--- src/rtl/rc_filter_pkg.sv ---
// Shared types and constants for the RC filter bank.
// Latency: n/a (package only).
// Backpressure: n/a.
package rc_filter_pkg;

  typedef enum logic [1:0] {
    IDLE = 2'd0,
    RUN  = 2'd1,
    DONE = 2'd2
  } state_t;

  localparam int ALPHA_FRAC = 16;
  localparam int ALPHA_ONE  = 65536;
  localparam int ALPHA_W    = 17;

  // Discrete-time one-pole coefficient dt/(RC+dt) in 16-bit fraction; C is pre-scaled by 2^35.
  function automatic logic [ALPHA_W-1:0] alpha_default(input longint sample_rate,
                                                       input longint r,
                                                       input longint c35);
    longint per;
    longint num;
    longint den;
    per = (64'sd1 <<< 32) / sample_rate;
    num = per <<< ALPHA_FRAC;
    den = ((r * c35) >>> 3) + per;
    return ALPHA_W'(num / den);
  endfunction

endpackage

--- src/rtl/rc_filter_mac.sv ---
// One-pole update y + floor(alpha*(x-y)/2^16), saturated to DATA_WIDTH.
// Latency: combinational, 0 cycles.
// Backpressure: none; the caller sequences one step per cycle.
module rc_filter_mac
  import rc_filter_pkg::*;
#(
  parameter int DATA_WIDTH = 16
) (
  input  logic signed [DATA_WIDTH-1:0] x,
  input  logic signed [DATA_WIDTH-1:0] y,
  input  logic        [ALPHA_W-1:0]    alpha,
  output logic signed [DATA_WIDTH-1:0] y_next
);

  localparam int PW = DATA_WIDTH + 1 + ALPHA_W + 1;
  localparam logic signed [PW-1:0] SAT_MAX = PW'((64'sd1 <<< (DATA_WIDTH - 1)) - 64'sd1);
  localparam logic signed [PW-1:0] SAT_MIN = ~SAT_MAX;

  logic signed [DATA_WIDTH:0] diff;
  logic signed [PW-1:0]       prod;
  logic signed [PW-1:0]       sum;

  always_comb begin
    diff = (DATA_WIDTH + 1)'(x) - (DATA_WIDTH + 1)'(y);
    prod = PW'(diff) * PW'($signed({1'b0, alpha}));
    sum  = PW'(y) + (prod >>> ALPHA_FRAC);
    if (sum > SAT_MAX) begin
      y_next = SAT_MAX[DATA_WIDTH-1:0];
    end else if (sum < SAT_MIN) begin
      y_next = SAT_MIN[DATA_WIDTH-1:0];
    end else begin
      y_next = sum[DATA_WIDTH-1:0];
    end
  end

endmodule

--- src/rtl/rc_filter_bank.sv ---
// Multi-channel cascaded first-order RC low/high-pass filter, one shared MAC.
// Latency: CHANNELS*STAGES+2 cycles from accepted strobe to out_valid.
// Backpressure: none; strobes arriving while busy are dropped and flag overrun.
module rc_filter_bank
  import rc_filter_pkg::*;
#(
  parameter int CHANNELS     = 2,
  parameter int STAGES       = 1,
  parameter int DATA_WIDTH   = 16,
  parameter int SAMPLE_RATE  = 48000,
  parameter int R            = 47000,
  parameter int C_35_SHIFTED = 1615
) (
  input  logic                           clk,
  input  logic                           I_RSTn,
  input  logic                           audio_clk_en,
  input  logic [CHANNELS*DATA_WIDTH-1:0] in,
  input  logic                           coef_we,
  input  logic [2:0]                     coef_addr,
  input  logic [16:0]                    coef_data,
  input  logic [CHANNELS-1:0]            mode_hp,
  output logic [CHANNELS*DATA_WIDTH-1:0] out,
  output logic                           out_valid,
  output logic                           overrun
);

  localparam int NY = CHANNELS * STAGES;
  localparam logic [ALPHA_W-1:0] ALPHA_DEFAULT = alpha_default(SAMPLE_RATE, R, C_35_SHIFTED);

  state_t                        state_q, state_d;
  logic [2:0]                    ch_q, ch_d;
  logic [1:0]                    st_q, st_d;
  logic [CHANNELS-1:0]           mode_q, mode_d;
  logic [CHANNELS*DATA_WIDTH-1:0] out_q, out_d;
  logic                          out_valid_q, out_valid_d;
  logic                          overrun_q, overrun_d;
  logic signed [DATA_WIDTH-1:0]  x_q [CHANNELS];
  logic signed [DATA_WIDTH-1:0]  x_d [CHANNELS];
  logic [ALPHA_W-1:0]            sh_q [CHANNELS];
  logic [ALPHA_W-1:0]            sh_d [CHANNELS];
  logic [ALPHA_W-1:0]            act_q [CHANNELS];
  logic [ALPHA_W-1:0]            act_d [CHANNELS];
  logic signed [DATA_WIDTH-1:0]  y_q [NY];
  logic signed [DATA_WIDTH-1:0]  y_d [NY];

  logic signed [DATA_WIDTH-1:0]  mac_x, mac_y, mac_y_next;
  logic [ALPHA_W-1:0]            mac_alpha;
  logic [ALPHA_W-1:0]            coef_clamped;

  function automatic logic signed [DATA_WIDTH-1:0] hp_sat(input logic signed [DATA_WIDTH-1:0] a,
                                                          input logic signed [DATA_WIDTH-1:0] b);
    logic signed [DATA_WIDTH:0] d;
    d = (DATA_WIDTH + 1)'(a) - (DATA_WIDTH + 1)'(b);
    if (d[DATA_WIDTH] != d[DATA_WIDTH-1]) begin
      return d[DATA_WIDTH] ? {1'b1, {(DATA_WIDTH-1){1'b0}}} : {1'b0, {(DATA_WIDTH-1){1'b1}}};
    end
    return d[DATA_WIDTH-1:0];
  endfunction

  assign coef_clamped = (coef_data > 17'(ALPHA_ONE)) ? 17'(ALPHA_ONE) : coef_data;

  // Stage 0 filters the captured sample; later stages filter the stage just updated.
  always_comb begin
    mac_x     = '0;
    mac_y     = '0;
    mac_alpha = '0;
    for (int c = 0; c < CHANNELS; c++) begin
      if (ch_q == 3'(c)) begin
        mac_alpha = act_q[c];
        mac_x     = x_q[c];
        for (int s = 0; s < STAGES; s++) begin
          if (st_q == 2'(s)) begin
            mac_y = y_q[c*STAGES + s];
            if (s > 0) mac_x = y_q[c*STAGES + ((s > 0) ? s - 1 : 0)];
          end
        end
      end
    end
  end

  rc_filter_mac #(
    .DATA_WIDTH(DATA_WIDTH)
  ) u_mac (
    .x     (mac_x),
    .y     (mac_y),
    .alpha (mac_alpha),
    .y_next(mac_y_next)
  );

  always_comb begin
    state_d     = state_q;
    ch_d        = ch_q;
    st_d        = st_q;
    mode_d      = mode_q;
    out_d       = out_q;
    out_valid_d = 1'b0;
    overrun_d   = overrun_q;
    x_d         = x_q;
    act_d       = act_q;
    y_d         = y_q;
    sh_d        = sh_q;

    for (int c = 0; c < CHANNELS; c++) begin
      if (coef_we && coef_addr == 3'(c)) sh_d[c] = coef_clamped;
    end

    unique case (state_q)
      IDLE: begin
        if (audio_clk_en) begin
          for (int c = 0; c < CHANNELS; c++) x_d[c] = in[c*DATA_WIDTH +: DATA_WIDTH];
          act_d   = sh_q;
          mode_d  = mode_hp;
          ch_d    = '0;
          st_d    = '0;
          state_d = RUN;
        end
      end
      RUN: begin
        if (audio_clk_en) overrun_d = 1'b1;
        for (int c = 0; c < CHANNELS; c++) begin
          for (int s = 0; s < STAGES; s++) begin
            if (ch_q == 3'(c) && st_q == 2'(s)) y_d[c*STAGES + s] = mac_y_next;
          end
        end
        if (st_q == 2'(STAGES - 1)) begin
          st_d = '0;
          if (ch_q == 3'(CHANNELS - 1)) state_d = DONE;
          else ch_d = ch_q + 3'd1;
        end else begin
          st_d = st_q + 2'd1;
        end
      end
      DONE: begin
        if (audio_clk_en) overrun_d = 1'b1;
        for (int c = 0; c < CHANNELS; c++) begin
          out_d[c*DATA_WIDTH +: DATA_WIDTH] = mode_q[c] ? hp_sat(x_q[c], y_q[c*STAGES + STAGES - 1])
                                                        : y_q[c*STAGES + STAGES - 1];
        end
        out_valid_d = 1'b1;
        state_d     = IDLE;
      end
      default: state_d = IDLE;
    endcase
  end

  always_ff @(posedge clk or negedge I_RSTn) begin
    if (!I_RSTn) begin
      state_q     <= IDLE;
      ch_q        <= '0;
      st_q        <= '0;
      mode_q      <= '0;
      out_q       <= '0;
      out_valid_q <= 1'b0;
      overrun_q   <= 1'b0;
      for (int c = 0; c < CHANNELS; c++) begin
        x_q[c]   <= '0;
        sh_q[c]  <= ALPHA_DEFAULT;
        act_q[c] <= ALPHA_DEFAULT;
      end
      for (int i = 0; i < NY; i++) y_q[i] <= '0;
    end else begin
      state_q     <= state_d;
      ch_q        <= ch_d;
      st_q        <= st_d;
      mode_q      <= mode_d;
      out_q       <= out_d;
      out_valid_q <= out_valid_d;
      overrun_q   <= overrun_d;
      x_q         <= x_d;
      sh_q        <= sh_d;
      act_q       <= act_d;
      y_q         <= y_d;
    end
  end

  assign out       = out_q;
  assign out_valid = out_valid_q;
  assign overrun   = overrun_q;

endmodule

--- config.mk ---
export PLATFORM = sky130hd
export DESIGN_NAME = rc_filter_bank
export DESIGN_NICKNAME = d
export VERILOG_FILES = /design/src/rtl/rc_filter_pkg.sv /design/src/rtl/rc_filter_mac.sv /design/src/rtl/rc_filter_bank.sv
export SDC_FILE = /design/constraint.sdc
export NUM_CORES = 1
export LEC_CHECK = 0
export CAP_MARGIN = 20
export CORE_MARGIN = 1
export CORE_UTILIZATION = 50
export DETAILED_ROUTE_END_ITERATION = 10
export PLACE_DENSITY = 0.79
export SLEW_MARGIN = 20
export SYNTH_ARGS = -nofsm -noshare
export SYNTH_HDL_FRONTEND = slang
export SYNTH_HIERARCHICAL = 1
export SYNTH_SLANG_ARGS = --single-unit
--- constraint.sdc ---
create_clock -name clk -period 29.3 [get_ports clk]
set_input_delay 4.395 -clock clk [delete_from_list [all_inputs] [get_ports clk]]
set_output_delay 4.395 -clock clk [all_outputs]
set_load 0.01 [all_outputs]
# [Word level (Yosys, flattened, before mapping)]
# Index checks and enable logic that the tools add are counted.
[classes] n_div=0 order_cmp=3 n_bitwise=0 n_reduce_logical=17 n_shift=0 n_addsub=6 multipliers=1 n_eq_ne=10 muxes=35
[ops] cell="16-bit two-way mux" n=16
[ops] cell="17-bit two-way mux" n=3
[ops] cell="16-bit by 16-bit subtractor with 17-bit output" n=3
[ops] cell="35-bit by 16-bit greater-than comparator with 1-bit output, second input constant" n=1
[ops] cell="35-bit by 16-bit less-than comparator with 1-bit output, second input constant" n=1
[ops] cell="17-bit by 18-bit multiplier with 35-bit output" n=1
[ops] cell="16-bit by 19-bit adder with 20-bit output" n=1
[ops] cell="17-bit greater-than comparator, second input constant" n=1
[ops] cell="2-bit two-way mux" n=5
[ops] cell="2-bit AND reduction" n=5
[ops] cell="3-bit two-way mux" n=3
[ops] cell="2-bit inequality test, second input constant" n=4
[ops] cell="2-bit one-hot mux with 2 select lines" n=2
[ops] cell="3-bit by 1-bit == test with 1-bit output, second input constant" n=2
[ops] cell="3-bit logical NOT" n=2
[ops] cell="3-bit one-hot mux with 2 select lines" n=1
[ops] cell="1-bit two-way mux" n=5
[ops] cell="1-bit logical AND" n=4
[ops] cell="2-bit logical NOT" n=2
[ops] cell="4-bit AND reduction" n=1
[ops] cell="3-bit by 1-bit adder with 3-bit output, second input constant" n=1
[ops] cell="3-bit AND reduction" n=1
[ops] cell="2-bit by 1-bit adder with 2-bit output, second input constant" n=1
[ops] cell="2-bit by 1-bit == test with 1-bit output, second input constant" n=1
[ops] cell="other kinds (4)" n=5
[totals] out_inout_bits=34 ram_bits=0 regBits=175 latch_bits=0 inputBits=58 word_cells=87 rom_bits=0 mem_count=0

# [Depth between registers and ports, before layout]
# Gate-level depths: netlist of the first run.
[depth] depth_word=11 depth_mapped=51 mapped_depth_nobuf=48

# [Cells and area by module]
# The synthesis of the first run kept the hierarchy.
[by_module_without_submodules] module="rc_filter_mac" cells_each=1294 area_per_inst_um2=11065.6 seq_area_each_um2=0.0 n_inst=1
[by_module_without_submodules] module="rc_filter_bank" cells_each=862 area_per_inst_um2=9370.2 seq_area_each_um2=4399.2 n_inst=1

# [Least setup slack after synthesis of the first run]
# Ideal clock, no wire load.
[synth_timing] path_type="reg-to-reg" start="register ch_q[0]" end="register y_q[0] in the netlist's numbering" required_ps=29175 stages_incl_launch_ff=50 period_less_slack_ps=10925 slack_ps=18375 setup_time_ps=125 n_path_buf=4 arrival_time_ps=10800 path_cell_list="dfrtp_1 ha_1 nor3b_1 and2_1 clkbuf_1 clkbuf_1 a22o_1 inv_1 ha_1 or3_1 o21ai_0 a21oi_1 a21o_1 a21oi_1 xnor2_1 buf_2 nand2_1 fa_1 [14 not listed] a31oi_1 a41o_1 a41oi_2 o21bai_1 a21oi_2 xnor2_1 ha_1 a21oi_1 and2b_1 nand2_1 nand2_1 o211ai_1 a21oi_1 a211o_1 a31oi_4 buf_6 o21ai_2 mux2_2"
[synth_via] elab_chain_len=10 word_cells_on_any_way=18 cone_classes="2 x add/sub; 1 x mul; 2 x order compare; 1 x eq/ne; 9 x mux; 3 x reduce/logical"
[synth_lines] item="start: declaration" line="rc_filter_bank.sv:31" rtl="logic [2:0] ch_q, ch_d;"
[synth_lines] item="start signal: assignment" line="rc_filter_bank.sv:163" rtl="ch_q <= ch_d;"
[synth_lines] item="3-bit logical NOT" line="rc_filter_bank.sv:68" rtl="if (ch_q == 3'(c)) begin"
[synth_lines] item="16-bit two-way mux" line="rc_filter_bank.sv:68"
[synth_lines] item="16-bit two-way mux" line="rc_filter_bank.sv:72" rtl="if (st_q == 2'(s)) begin"
[synth_lines] item="16-bit two-way mux (*)" line="rc_filter_bank.sv:68"
[synth_lines] item="net mac_y[6]" line="rc_filter_bank.sv:46" rtl="logic signed [DATA_WIDTH-1:0] mac_x, mac_y, mac_y_next;"
[synth_lines] item="16-bit by 16-bit subtractor with 17-bit output" line="rc_filter_mac.sv:24" rtl="diff = (DATA_WIDTH + 1)'(x) - (DATA_WIDTH + 1)'(y);"
[synth_lines] item="17-bit by 18-bit multiplier with 35-bit output" line="rc_filter_mac.sv:25" rtl="prod = PW'(diff) * PW'($signed({1'b0, alpha}));"
[synth_lines] item="16-bit by 19-bit adder with 20-bit output (*)" line="rc_filter_mac.sv:26" rtl="sum = PW'(y) + (prod >>> ALPHA_FRAC);"
[synth_lines] item="35-bit by 16-bit less-than comparator with 1-bit output" line="rc_filter_mac.sv:29" rtl="end else if (sum < SAT_MIN) begin"
[synth_lines] item="16-bit two-way mux" line="rc_filter_mac.sv:29"
[synth_lines] item="16-bit two-way mux (*)" line="rc_filter_mac.sv:27" rtl="if (sum > SAT_MAX) begin"
[synth_lines] item="net mac_y_next[0]" line="rc_filter_bank.sv:46"
[synth_lines] item="end signal: assignment" line="rc_filter_bank.sv:172" rtl="y_q <= y_d;"
[synth_lines] item="end: declaration" line="rc_filter_bank.sv:43" rtl="logic signed [DATA_WIDTH-1:0] y_q [NY];"
# The timed path passes the listed nets; every way through them passes the cells marked *.
# A chain may end at the register's enable or synchronous reset.

# [Final worst setup path of the first run]
[layout_timing] start="register ch_q[0]" end="register y_q[20] in the netlist's numbering"
# The elaborated chain is that of the path after synthesis.

==> metrics.txt, run 1 <==
fin cells=2748; Via-to-Cell Ratio=5.71; Post-synth top cells=inv_1, nand2_1, fa_1, ha_1, dfrtp_1; Mean Syn Cell Area=9.48 um^2; # DRC=0; Synth area leaders=fa_1, dfrtp_1, ha_1; outcome=completed; Slew @ Worst Pin=1.12 ns; share of post-route cells with drive strength above 1=11.1%; pre-CTS setup slack=16.73 ns; register area share after synthesis=21.5%; Routed Antenna Nets=0; cts repair resizes=0; global router's overall resource usage=25.4%; die height=204 um; grt ovf=0; number of max-cap violations=0; post-route setup slack=16.43 ns; placed wire-length estimate=39500 um; Post-layout nets=2695; die area=0.0417 mm^2; Starting DRT DRC Count=911; most used cell, CP=fa_1; Rows=73; CTS H-tree depth=4; final hold viol count=0; pins over their slew limit=0; Clock Sinks=175; Die Wd=204 um; fin crit share=43.9%; syn_nets=2641; CP Launch Type=flip-flop; Max Fclk=77.7 MHz; Period minus WS final=12.87 ns; Max clock buf depth=2; global-route wire length before repair=84000 um; drt pass-1 iters=5; delay of the slowest cell on the worst path=0.85 ns; Top delay family on crit path=compound AO/OA/AOI/OAI gates; CTS Buf Count=17; core area=0.0400 mm^2; Clk pin slew, worst setup/hold paths=0.06 ns; mapped cell area=0.0204 mm^2; vias=15700; Post-Syn Instances=2156; postcts setup bufs=0; Post-synth EDFFs=0; final wirelength=50600 um; Final Skew=0.0125 ns; Max Fanout on Critical Path=18; worst skew pair latency=0.45 ns; worst path required time=29.62 ns; # IOs=92; CP Capture Type=flip-flop; Cells after DPL=2716; RSZ-0062 raised after global routing=no; Layout area overhead=9.94%; initial antenna violation count=0; starting density of the core=51.1%; Slowest-stage cell, CP=a31oi_2; RD Place Congestion=0.915; CP Buf/Inv Count=4; kind of critical path=flip-flop to flip-flop; vias in the first global route=16700; largest net degree at the start of global routing=93; CTS root buf=clkbuf_16; port buffer count=91; predominant post-synthesis flop cell=dfrtp_1; count leader, synth=inv_1; Rel. slew slack=25.2%; routed length per instance=18.4 um; Hold Path Class=flip-flop to flip-flop; Synth area leader=fa_1; synth unique cells=88; post-synth top area share=22.2%; Setup TNS=0 ns; asr flop ratio synth=100%; filler instances=3534; FF+latch count, synth=175; Yosys Warn Count=6; # diodes=0; Setup-failing EPs final=0; Worst Path Arrival=13.20 ns; multi-input combinational cell area=0.0143 mm^2; hold-fix buffers at CTS=0; CTS tree=done; Sequential Area=0.00440 mm^2
kinds of logic after synthesis:
group                      count (synthesis)  share of synthesized area, %
xor gates and xnor gates                  66                          2.94
and+or+nand+nor                          543                          12.7
AOI/OAI and AO/OA                        385                          13.9
buffers and inverters                    453                          8.60
adders and majority gates                427                          34.5
muxes                                    107                          5.87
DFF                                      175                          21.5
path summary, 6_finish.rpt:
kind                         start   endpoint  depth (start not counted)  slack, ns
min in group asynchronous   I_RSTn    x_q[18]                          1       4.02
setup reg to reg           ch_q[0]    y_q[20]                         45      16.43
hold reg to reg            overrun    overrun                          1       0.47
hold / removal             overrun    overrun                          1       0.47
max in group asynchronous   I_RSTn  act_q[17]                          2      24.07
setup / recovery           ch_q[0]    y_q[20]                         45      16.43
state kept, by name, indices dropped and copies added, names as in the netlist:
name,cells
y_q,32
act_q,34
mode_q,2
sh_q,34
out_valid,1
out,32
ch_q,3
state_q,2
st_q,2
x_q,32
overrun,1
cell type report:
class | count | share of cell area (%)
multi-input cells | 1528 | 63.7
flip-flops and latches | 175 | 19.6
inverters | 375 | 6.26
repair buffers | 113 | 4.81
well taps | 525 | 2.92
clock buffers | 19 | 1.97
clock inverters | 13 | 0.724
through the flow:
step	hold WS, ns	cell area, um^2	util (%)
finish	0.472	22500	56.2
global route	0.498	22500	56.2
CTS	0.481	22500	56.1
detailed placement	0.454	21900	54.6
global placement	0.452	21900	54.6
floorplan	0.446	20400	-
per-layer routing:
layer	wire length (um)	track usage [%]	up-vias	part of all wire [%]
li1	-	-	7148	-
met1	21400	32.6	7957	42
met2	25400	44.5	499	50
met3	2760	3.28	90	5.5
met4	1080	7.81	0	2.1
met5	0	0	-	0
layout by cell type, fill, tap and decap left out, drive strengths merged, types with 76 or more instances in the layout:
master	count
inv	377
and2	86
clkdlybuf4s50	90
dfrtp	159
a21oi	76
fa	227
nor2	82
o21ai	98
nand2	243
ha	200
mux2	103
Power of run 1 is not shown: default switching activity piles up to over one toggle a cycle in this logic, so the estimate is an artifact.
==> run 2: changes to the inputs <==
PLACE_DENSITY = 0.82   (was 0.79)
clock period = 11.5 ns   (was 29.3 ns; I/O delays follow)
==> run 2 against run 1 <==
Compared with the run above:
- via count is 1.2% higher
- worst setup slack got worse by 16 ns
- hold slack better by 0.0018 ns
- register-to-register slack worse by 16 ns
- die area stayed put
- sequential cell count stayed put
- non-clock buffer count rose by 35
- critical path depth is 1 higher
==> metrics.txt, run 2 (same netlist as run 1, synthesis figures left out) <==
Worst Path Arrival=11.44 ns; Max Fanout on Critical Path=8; Rel. slew slack=30.2%; Post-layout nets=2730; Reg-to-Reg End=y_q[19]; pre-CTS setup slack=-0.0374 ns; Hold Path End=sh_q[5]; top flop regs=act_q: 34 flops, sh_q: 34 flops; worst path required time=11.83 ns; Max Fclk=90.1 MHz; Routed Antenna Nets=0; CP Launch Type=flip-flop; FF-to-FF setup slack=0.40 ns; most frequent cells in the layout=inv_1, nand2_1, fa_1; Rows=73; met2 Use GR=43.8%; share of post-route cells with drive strength above 1=13.4%; routed length per instance=18.8 um; Hold Startpoint=sh_q[5]; # diodes=0; most used cell, CP=fa_1; global routing's busiest layer=met2; CTS root buf=clkbuf_16; starting density of the core=51.1%; most common cell after layout, fill and taps aside=inv_1; port buffer count=91; largest net degree at the start of global routing=121; Starting DRT DRC Count=1128; # DRC=0; Setup-failing EPs final=0; number of max-cap violations=0; delay of the slowest cell on the worst path=0.54 ns; Via-to-Cell Ratio=5.71; drt pass-1 iters=5; vias=15900; global router's overall resource usage=25.8%; Reg2Reg Depth=46; Slew @ Worst Pin=1.04 ns; pins over their slew limit=0; Cells after DPL=2737; die height=204 um; met3 GRT Util=3.09%; RR Startpoint=ch_q[0]; CTS tree=done; core area=0.0400 mm^2; Hold Path Stages=2; die area=0.0417 mm^2; Slowest-stage cell, CP=fa_1; # IOs=92; vias in the first global route=16500; initial antenna violation count=0; kind of critical path=flip-flop to flip-flop; Final Skew=0.0146 ns; Clk pin slew, worst setup/hold paths=0.08 ns; fin cells=2783; global-route wire length before repair=84500 um; Die Wd=204 um; RD Place Congestion=0.961; CP Buf/Inv Count=6; grt ovf=0; Hold Path Class=flip-flop to flip-flop; Clock Sinks=175; fin crit share=96.6%; final hold viol count=0; Top delay family on crit path=adder cells; Core Util, Final=57.2%; Max clock buf depth=2; placed wire-length estimate=41600 um; Period minus WS final=11.10 ns; CTS H-tree depth=4; post-route setup slack=0.395 ns; Layout area overhead=11.9%; final wirelength=52400 um; CP Capture Type=flip-flop; outcome=completed; met1 usage=34.1%; worst skew pair latency=0.45 ns; CTS Buf Count=17
==> run 2: cell count changes in the layout (fill, tap and decap cells not counted), moves of 3 or more <==
| cell | delta |
|---|---|
| buf_4 | +26 |
| inv_8 | +6 |
| a21oi_1 | -5 |
| a21oi_2 | +5 |
| o21ai_0 | -5 |
| o21ai_1 | +4 |
| buf_12 | +3 |
| bufinv_16 | -3 |
| clkinv_2 | -3 |
==> run 2: how the worst max path moves through the flow <==
stage / from / endpoint / cells after the start
floorplan: ch_q[0] / y_q[16] / 49
global placement: ch_q[0] / y_q[21] / 48
detailed placement: ch_q[0] / y_q[7] / 49
CTS: ch_q[0] / y_q[19] / 45
global route: ch_q[1] / y_q[19] / 50
finish: ch_q[0] / y_q[19] / 46
==> run 2: layer usage <==
metal | part of all wire (%) | wire, um | vias to the layer above
li1 | - | - | 7249
met3 | 6.0 | 3150 | 120
met1 | 42 | 22300 | 7933
met5 | 0 | 0 | -
met2 | 49 | 25500 | 579
met4 | 2.9 | 1520 | 0
==> run 2: what timing repair did <==
action	in CTS	in global routing
cloned	0	1
pin swaps	0	9
hold buffers	0	0
gates resized for setup	1	36
setup endpoints to repair	20	32
buffers inserted	3	9
==> run 2: metrics by stage <==
step / area [um^2] / hold slack (ns) / TNS (ns)
floorplan: 20400 / 0.446 / 0
global placement: 22000 / 0.457 / 0
detailed placement: 22000 / 0.460 / -0.293
CTS: 22600 / 0.479 / 0
global route: 22900 / 0.498 / -0.400
finish: 22900 / 0.474 / 0
==> run 2: worst register-to-register path: cells and delay by family (launching register included) <==
family,cells,cell delay (ns)
multiplexers,1,0.29
AND/OR/NAND/NOR,8,1.37
adder cells (fa/ha/maj),11,4.56
flip-flops,1,0.45
AO/OA/AOI/OAI,18,3.48
XOR/XNOR,2,0.28
buffers and inverters,6,0.56
==> run 2: area by class of cell <==
class | instances | area, um^2
inverter | 375 | 1410
tap | 525 | 657
fill | 3397 | 17100
timing repair buffer | 148 | 1430
clock inverter | 14 | 143
clock buffer | 18 | 439
multi-input combinational | 1528 | 14400
sequential | 175 | 4400
Power of run 2 is left out for the same reason.
==> run 3: changes to the inputs <==
CORE_UTILIZATION = 25   (was 50)
PLACE_DENSITY = 0.52   (was 0.82)
SKIP_LAST_GASP = 1   (was default)
==> run 3 against run 2 <==
Compared with the run above:
- first-iteration DRC count decreased by 22%
- final area increased by 3.7%
- die area increased by 99%
- via count decreased by 3.9%
- clock skew increased by 0.0021 ns
==> metrics.txt, run 3 (same netlist as run 1, synthesis figures left out) <==
pins over their slew limit=0; Reg-to-Reg End=y_q[28]; Layout area overhead=16.1%; Routed Antenna Nets=0; final wirelength=55000 um; CTS root buf=clkbuf_16; Reg2Reg Depth=46; share of post-route cells with drive strength above 1=13.8%; Max Fclk=91.2 MHz; die height=288 um; Worst Path Arrival=11.32 ns; Slew @ Worst Pin=0.956 ns; drt pass-1 iters=5; Cells after DPL=3282; starting density of the core=25.3%; Setup-failing EPs final=0; most frequent cells in the layout=inv_1, nand2_1, fa_1; RD Place Congestion=0.846; hold-fix buffers at CTS=0; # DRC=0; final hold viol count=0; Hold Startpoint=overrun; # IOs=92; Slowest-stage cell, CP=fa_1; Die Wd=288 um; fin crit share=95.3%; Hold Path Stages=1; Rows=104; grt ovf=0; CTS tree=done; Hold Path End=overrun; Final Skew=0.0166 ns; port buffer count=91; vias=15300; largest net degree at the start of global routing=74; Max Fanout on Critical Path=7; initial antenna violation count=0; Post-layout nets=2744; fin cells=3333; die area=0.0829 mm^2; worst skew pair latency=0.47 ns; Period minus WS final=10.96 ns; most used cell, CP=fa_1; CP Capture Type=flip-flop; global-route wire length before repair=87500 um; most common cell after layout, fill and taps aside=inv_1; CP Launch Type=flip-flop; Rel. slew slack=36.3%; FF-to-FF setup slack=0.54 ns; global router's overall resource usage=13.6%; vias in the first global route=15300; worst path required time=11.86 ns; outcome=completed; top flop regs=act_q: 34 flops, sh_q: 34 flops; Clock Sinks=175; RR Startpoint=ch_q[0]; Max clock buf depth=2; delay of the slowest cell on the worst path=0.57 ns; core area=0.0807 mm^2; routed length per instance=16.5 um; CTS Buf Count=17; placed wire-length estimate=44300 um; Hold Path Class=flip-flop to flip-flop; Clk pin slew, worst setup/hold paths=0.08 ns; Starting DRT DRC Count=882; CTS H-tree depth=4; kind of critical path=flip-flop to flip-flop; Via-to-Cell Ratio=4.58; number of max-cap violations=0
run 3: cell types whose count changed in the layout (fill, tap and decap cells not counted), moves of 2 or more:
cell	change
inv_6	+3
clkbuf_8	-2
buf_4	+14
a21oi_2	+2
inv_8	-5
buf_6	+2
clkinv_8	+3
a21oi_1	-2
a41oi_2	-2
run 3: per-layer routing:
layer / part of all wire, % / global-route usage, % / vias up
met5: 0 / 0 / -
met4: 1.6 / 3.51 / 0
met3: 4.2 / 1.97 / 44
met2: 48 / 22.7 / 280
met1: 46 / 18.4 / 7665
li1: - / - / 7273
run 3: worst max-delay path, delay by kind of cell, from the launching register on:
family | cells | cell delay [ns]
buffers and inverters | 5 | 0.62
flip-flops | 1 | 0.40
multiplexers | 1 | 0.26
adder cells (fa/ha/maj) | 11 | 4.48
AO/OA/AOI/OAI | 18 | 3.58
AND/OR/NAND/NOR | 9 | 1.17
XOR/XNOR | 2 | 0.31
run 3: through the flow:
stage | setup slack [ns] | TNS (ns) | area (um^2) | utilization, % | hold WS (ns)
6_report | 0.539 | 0 | 23700 | 29.4 | 0.470
5_1_grt | -0.0284 | -0.144 | 23700 | 29.4 | 0.498
4_1_cts | 0.0228 | 0 | 23400 | 29.0 | 0.473
3_5_place_dp | -0.118 | -1.84 | 22800 | 28.2 | 0.451
3_3_place_gp | 0.104 | 0 | 22800 | 28.2 | 0.462
2_1_floorplan | 0.575 | 0 | 20400 | - | 0.446
run 3: how the worst max path moves through the flow:
stage            start       to  slack (ns)
3_3_place_gp   ch_q[1]  y_q[27]        0.10
3_5_place_dp   ch_q[1]   y_q[3]       -0.12
4_1_cts        ch_q[1]   y_q[3]        0.02
6_report       ch_q[0]  y_q[28]        0.54
2_1_floorplan  ch_q[0]  y_q[16]        0.58
5_1_grt        ch_q[1]  y_q[28]       -0.03
run 3: repair_timing:
| action | 4_1_cts | 5_1_grt |
|---|---|---|
| pin swaps | 0 | 13 |
| endpoints found under the setup margin | 30 | 32 |
| gates resized for setup | 4 | 41 |
| cloned | 0 | 1 |
| buffers inserted | 0 | 16 |
run 3: cell type report:
cell class / instances / area (um^2)
Sequential cell: 175 / 4400
Antenna cell: 1 / 2.50
Tap cell: 1060 / 1330
Timing Repair Buffer: 162 / 1520
Clock inverter: 15 / 191
Multi-Input combinational cell: 1528 / 14400
Inverter: 375 / 1410
Clock buffer: 17 / 425
Fill cell: 8618 / 57000
Power of run 3 is left out for the same reason.
